`src/rtl/encoder_velocity.sv`:
```
`timescale 1ns/1ps
`default_nettype none
// ============================================================================
// Module   : encoder_velocity
// Purpose  : Gated position sampler with moving-average velocity estimate.
// Revision : 1.0 - initial release
// ============================================================================
module encoder_velocity #(
  parameter int GATE_CYCLES = 32000,
  parameter int AVG_LOG2    = 2
) (
  input  logic        CLK,
  input  logic        reset,
  input  logic [31:0] position,
  output logic [31:0] velocity,
  output logic        velocity_valid,
  output logic [31:0] window_delta
);

  localparam int CNT_W = (GATE_CYCLES > 2) ? $clog2(GATE_CYCLES) : 1;
  localparam int DEPTH = 1 << AVG_LOG2;
  localparam int IDX_W = (AVG_LOG2 > 0) ? AVG_LOG2 : 1;
  localparam int SUM_W = 32 + AVG_LOG2;
  localparam logic [CNT_W-1:0] C_GATE_LAST = CNT_W'(GATE_CYCLES - 1);
  localparam logic [IDX_W-1:0] C_IDX_LAST  = IDX_W'(DEPTH - 1);

  logic [CNT_W-1:0]        r_gate_cnt;
  logic [31:0]             r_prev_pos;
  logic                    r_s1_vld;
  logic                    r_s2_vld;
  logic [31:0]             r_buf [DEPTH];
  logic [IDX_W-1:0]        r_idx;
  logic signed [SUM_W-1:0] r_sum;

  logic                    w_tick;
  logic [31:0]             w_old;
  logic signed [SUM_W-1:0] w_sum_next;
  logic signed [SUM_W-1:0] w_avg;

  assign w_tick = (r_gate_cnt == C_GATE_LAST);

  // Entry being retired from the ring; loop form keeps depth-1 indexing in range.
  always_comb begin
    w_old = '0;
    for (int i = 0; i < DEPTH; i++) begin
      if (IDX_W'(i) == r_idx) w_old = r_buf[i];
    end
  end

  assign w_sum_next = r_sum + SUM_W'($signed(window_delta)) - SUM_W'($signed(w_old));
  assign w_avg      = r_sum >>> AVG_LOG2;

  // window_delta doubles as the S0 delta register feeding the S1 accumulate.
  always_ff @(posedge CLK) begin
    if (!reset) begin
      r_gate_cnt     <= '0;
      r_prev_pos     <= position;
      r_s1_vld       <= 1'b0;
      r_s2_vld       <= 1'b0;
      r_idx          <= '0;
      r_sum          <= '0;
      velocity       <= '0;
      velocity_valid <= 1'b0;
      window_delta   <= '0;
      for (int i = 0; i < DEPTH; i++) r_buf[i] <= '0;
    end else begin
      r_gate_cnt <= w_tick ? '0 : r_gate_cnt + 1'b1;
      r_s1_vld   <= w_tick;
      r_s2_vld   <= r_s1_vld;

      if (w_tick) begin
        window_delta <= position - r_prev_pos;
        r_prev_pos   <= position;
      end

      if (r_s1_vld) begin
        r_sum <= w_sum_next;
        r_idx <= (r_idx == C_IDX_LAST) ? '0 : r_idx + 1'b1;
        for (int i = 0; i < DEPTH; i++) begin
          if (IDX_W'(i) == r_idx) r_buf[i] <= window_delta;
        end
      end

      velocity_valid <= r_s2_vld;
      if (r_s2_vld) velocity <= w_avg[31:0];
    end
  end

endmodule
`default_nettype wire

```
`config.mk`:
```
export PLATFORM = sky130hd
export DESIGN_NAME = encoder_velocity
export DESIGN_NICKNAME = d
export VERILOG_FILES = /design/src/rtl/encoder_velocity.sv
export SDC_FILE = /design/constraint.sdc
export NUM_CORES = 1
export LEC_CHECK = 0
export ABC_AREA = 0
export CAP_MARGIN = 20
export CORE_ASPECT_RATIO = 1.4
export CORE_MARGIN = 2
export CORE_UTILIZATION = 50
export DETAILED_ROUTE_END_ITERATION = 10
export HOLD_SLACK_MARGIN = 0.06
export PLACE_DENSITY = 0.7
export RECOVER_POWER = 50
export SETUP_SLACK_MARGIN = 0.3
export SYNTH_ARGS = -nofsm -noshare
export SYNTH_HDL_FRONTEND = slang
export SYNTH_SLANG_ARGS = --single-unit
```
`constraint.sdc`:
```
create_clock -name CLK -period 8.15 [get_ports CLK]
set_input_delay 1.2225 -clock CLK [delete_from_list [all_inputs] [get_ports CLK]]
set_output_delay 1.2225 -clock CLK [all_outputs]
set_load 0.005 [all_outputs]
```
# Word-level counts from Yosys, hierarchy flattened
# Memory sizes are Yosys's and may differ from the RTL's.
# Cells that the tools add are included.
# W data, S select, Z words.
# op_classes
mux	28
reduce_logical	2
n_addsub	5
eq_ne	6
n_bitwise	5
# ops
cell	count
$mux W32	10
$add A34 B32 Y34	1
$sub A34 B32 Y34	1
$sub A32 B32 Y32	1
$mux W1	17
$add A15 B1 Y15 const B	1
$eq A15 B15 Y1 const B	1
$eq A2 B2 Y1 const A	2
$or A1 B1 Y1	4
$add A2 B1 Y2 const B	1
$eq A1 B2 Y1 const A	1
$eq A2 B2 Y1 const B	1
$logic_not A2 Y1	1
$mux W2	1
$ne A2 B1 Y1 const B	1
$reduce_or A2 Y1	1
$not A1 Y1	1
# word_totals
ram_bits	128
mem_count	1
inputBits	34
out_inout_bits	65
register_bits	150
word_cells	56
# memory_table
name	words	word_bits	read_ports	rd_ports_with_merged_regs	write_ports	line	source
r_buf	4	32	4	0	4	31	logic [31:0] r_buf [DEPTH];

# Logic depth before layout (Yosys ltp)
# logic_depth
depth_word	6
ltp_mapped	23
ltp_nobuf	21

# Worst setup path after synthesis
# OpenSTA, ideal clock, no wires.
# synth_path
path_kind	reg2reg
startpoint	register r_idx[0]
endpoint	register r_sum[30]
path_buffers	2
required_ns	8.024
path_stages_with_launch	20
arrival_ns	4.104
setup_ns	0.126
synth_period_minus_slack_ns	4.231
setup_slack_ns	3.919
cell_sequence	dfxtp_1 -> ha_1 -> clkbuf_1 -> clkbuf_1 -> nor2_1 -> a21oi_1 -> nor2_1 -> a21oi_1 -> o21ai_0 -> fa_1 -> inv_1 -> ha_1 -> o21a_1 -> o21ai_0 -> a211oi_1 -> o21ai_0 -> nand2_1 -> a2111oi_2 -> a211o_1 -> o211ai_1
# synth_between
elab_chain_cells	6
word_cells_on_any_way	9
# synth_lines
element	line	source
start: declaration	32	logic [IDX_W-1:0] r_idx;
start signal: assignment	78	r_idx <= (r_idx == C_IDX_LAST) ? '0 : r_idx + 1'b1;
$logic_not A2 Y1	46	if (IDX_W'(i) == r_idx) w_old = r_buf[i];
$mux W32 (3 in a row)	46	
$mux W32 (*)	46	
$sub A34 B32 Y34 (*)	50	assign w_sum_next = r_sum + SUM_W'($signed(window_delta)) - SUM_W'($signed(w_old));
end signal: assignment	77	r_sum <= w_sum_next;
end: declaration	33	logic signed [SUM_W-1:0] r_sum;
# Every way passes the cells marked *; elsewhere a longest branch is shown, timed or not.
# A chain may end at the register's enable or synchronous reset.

==> flow_summary.ini <==
[timing]
drv_slew = 209
fin_worst_skew_ps = 20.7
final-setup-viol-count = 0
fin_hold_ws_ps = 488
finalSetupTns_ps = 0
relSlewSlack = -0.792
period_needed_ps = 6350
grt_setup_unrepaired = false
max_freq_ghz = 0.158
hold_viol = 0
fin_crit_sh = 0.779
setup_slack_ps = 1800
tightest_slew_ps = 2690

[outcome]
outcome = complete, but fails checks
violations = max-capacitance violations, max-slew violations

[setup_path]
cp_cell_sequence = buf_2, clkbuf_1, clkinv_1, clkbuf_1, clkbuf_1, or3_1, a21oi_1, a31oi_1, o311ai_0
end_kind = flip-flop
cp.arrival_ps = 6820
reg2reg_slack_ps = 3240
crit_path_max_incr_delay_ps = 1880
critPathRequiredTime_ps = 8620
worst-setup-path-type = in2reg
crit_fanout = 52
worstSetupStartpointType = input pin
crit_path_top_delay_cell = clkbuf_1
crit_path_frequent_cell = clkbuf_1

[floorplanning]
start_util = 0.509
core_um2 = 30000
fp-row-count = 75
die_x_um = 152
design.portCount = 99
dieHeight_um = 211
design.die.area_um2 = 32000

[global_routing]
grt_pass1_wl_mm = 63.1
antenna_found_initial = 0
grt_max_degree = 67
use_met2 = 0.481
met3_usage = 0.0281
grt_util_met1 = 0.288
grt_usage = 0.256
grt_pass1_vias = 11800
busiest_layer = met2
global_route.overflow_total = 0

[power]
ir_drop_uv = 150
power_leakage_uw = 0.00694
p_per_area_nw_per_um2 = 182

[clock_tree]
clk_pin_slew_ps = 60
clockRootBuffer = clkbuf_16
cts_setup_buffers = 0
numCtsBuffers = 29
cts_tree = yes
h-tree-depth = 1
cts_sinks = 278
clk_path_buf_depth = 3
clk_latency_ps = 580
postCtsResizedCells = 0
postCtsHoldBufs = 0

[yosys]
avgSynthCellArea_um2 = 9.73
synth_enable_flop_cells = 160
ys_warn_count = 0
async_reset_ff_frac = 0
ys_seq_elements = 278
yosys_most_used_dff = edfxtp_1
synth-seq-area-share = 0.469
syn_area_um2 = 15300
synthesis.nets = 1709
ys_types = 64
syn_inst = 1570

[routing]
route.detailed.drc = 0
vias_per_cell = 5.79
antenna_left = 0
finalWirelength_mm = 40.9
drt-initial-drc-count = 598
wl_per_cell_um = 20.0
dr.pass1.iters = 5
vias = 11800

[placement]
pre_cts_slack_ps = 3380
gp_congestion = 0.885
postPlaceCellArea_um2 = 16600
port_buffers = 98
place_hpwl_mm = 28.7

[final_layout]
area_growth_pct = 14.8
nets = 1775
fin_area_um2 = 17500
drive_gt1_frac = 0.0440
diodes = 0
n_fill_cell = 2657
final_util = 0.584

[job]
max_cap_viol_count = 5

[hold_path]
hp-class = reg2reg
worst max-delay path: cells and delay by family:
kind | cells | cell delay, ps
buffers and inverters | 5 | 4430
and+or+nand+nor | 1 | 670
AOI/OAI and AO/OA | 3 | 400
area by class of cell:
class	instances	area, µm²	share of cell area
Tap cell	385	482	0.0275
Inverter	57	214	0.0122
Clock buffer	42	857	0.0488
Clock inverter	12	129	0.00734
Timing Repair Buffer	115	1080	0.0616
Multi-Input combinational cell	1155	7610	0.434
Sequential cell	278	7170	0.409
layout by cell type (no fill, tap or decap), drive strengths merged, types with 9 or more instances in the layout:
master / synthesis / final
a211oi: 13 / 13
a21o: 34 / 34
a21oi: 165 / 165
a31oi: 9 / 9
and2: 140 / 140
and3: 21 / 21
buf: 12 / 12
clkbuf: 68 / 48
clkdlybuf4s50: 0 / 52
clkinv: 0 / 9
dfxtp: 118 / 118
dlygate4sd3: 0 / 45
edfxtp: 160 / 160
fa: 34 / 34
ha: 71 / 71
inv: 57 / 57
mux2i: 47 / 47
nand2: 118 / 118
nand3: 48 / 48
nand4: 13 / 13
nor2: 196 / 196
nor2b: 9 / 9
nor3: 12 / 12
o21a: 14 / 14
o21ai: 50 / 50
or3: 20 / 20
xnor2: 22 / 22
xor2: 26 / 26
logic make-up (layout without fill, tap and decap cells):
| kind of cell | Yosys count | after routing | share of synthesized area |
|---|---|---|---|
| flip-flops | 278 | 278 | 0.469 |
| AND/OR/NAND/NOR | 600 | 600 | 0.193 |
| XOR/XNOR | 48 | 48 | 0.0275 |
| adder cells (fa/ha/maj) | 105 | 105 | 0.103 |
| buffers and inverters | 137 | 226 | 0.0337 |
| multiplexers | 47 | 47 | 0.0308 |
| AO/OA/AOI/OAI | 355 | 355 | 0.143 |
flip-flops by register name (all words and copies together) (netlist names):
register,count
r_buf,128
r_s2_vld,1
velocity_valid,1
window_delta,32
r_s1_vld,1
r_idx,2
r_prev_pos,32
r_gate_cnt,15
velocity,32
r_sum,34
path summary, 6_finish.rpt:
check	start	endpoint	depth (start not counted)
worst max-delay path	reset	r_sum[27]$_SDFFE_PN0P_	9
worst max register to register	r_idx[1]$_SDFFE_PN0P_	r_sum[30]$_SDFFE_PN0P_	18
worst min register to register	velocity[22]$_SDFFE_PN0P_	velocity[22]$_SDFFE_PN0P_	2
worst min-delay path	velocity[22]$_SDFFE_PN0P_	velocity[22]$_SDFFE_PN0P_	2
per-stage QoR:
step | std cells | power [µW]
global route | 2044 | 3290
global placement | 1989 | 1850
floorplan | 1570 | 1770
CTS | 2043 | 3210
detailed placement | 1989 | 1850
finish | 2044 | 3190
layer usage:
metal / share of wire / up-vias
li1: - / 5690
met1: 0.38 / 5719
met2: 0.53 / 341
met3: 0.044 / 90
met4: 0.045 / 0
met5: 0 / -
Yosys cell counts (14+ instances only):
cell type | number | area share
fa_1 | 34 | 0.045
ha_1 | 71 | 0.058
nand2_1 | 118 | 0.029
and2_1 | 140 | 0.057
nor2_1 | 196 | 0.048
and3_1 | 20 | 0.0082
nand3_1 | 48 | 0.016
xor2_1 | 26 | 0.015
o21ai_0 | 48 | 0.016
a21oi_1 | 165 | 0.054
inv_1 | 57 | 0.014
mux2i_1 | 47 | 0.031
o21a_1 | 14 | 0.0069
edfxtp_1 | 160 | 0.31
xnor2_1 | 22 | 0.013
clkbuf_1 | 68 | 0.017
or3_1 | 19 | 0.0078
dfxtp_1 | 118 | 0.15
a21o_1 | 34 | 0.017
power breakdown:
part,internal [µW],total (µW),switching (µW)
clock network,796,1370,570
logic,107,283,176
registers,1530,1540,14.3
Power figures use the tool's default switching activity.
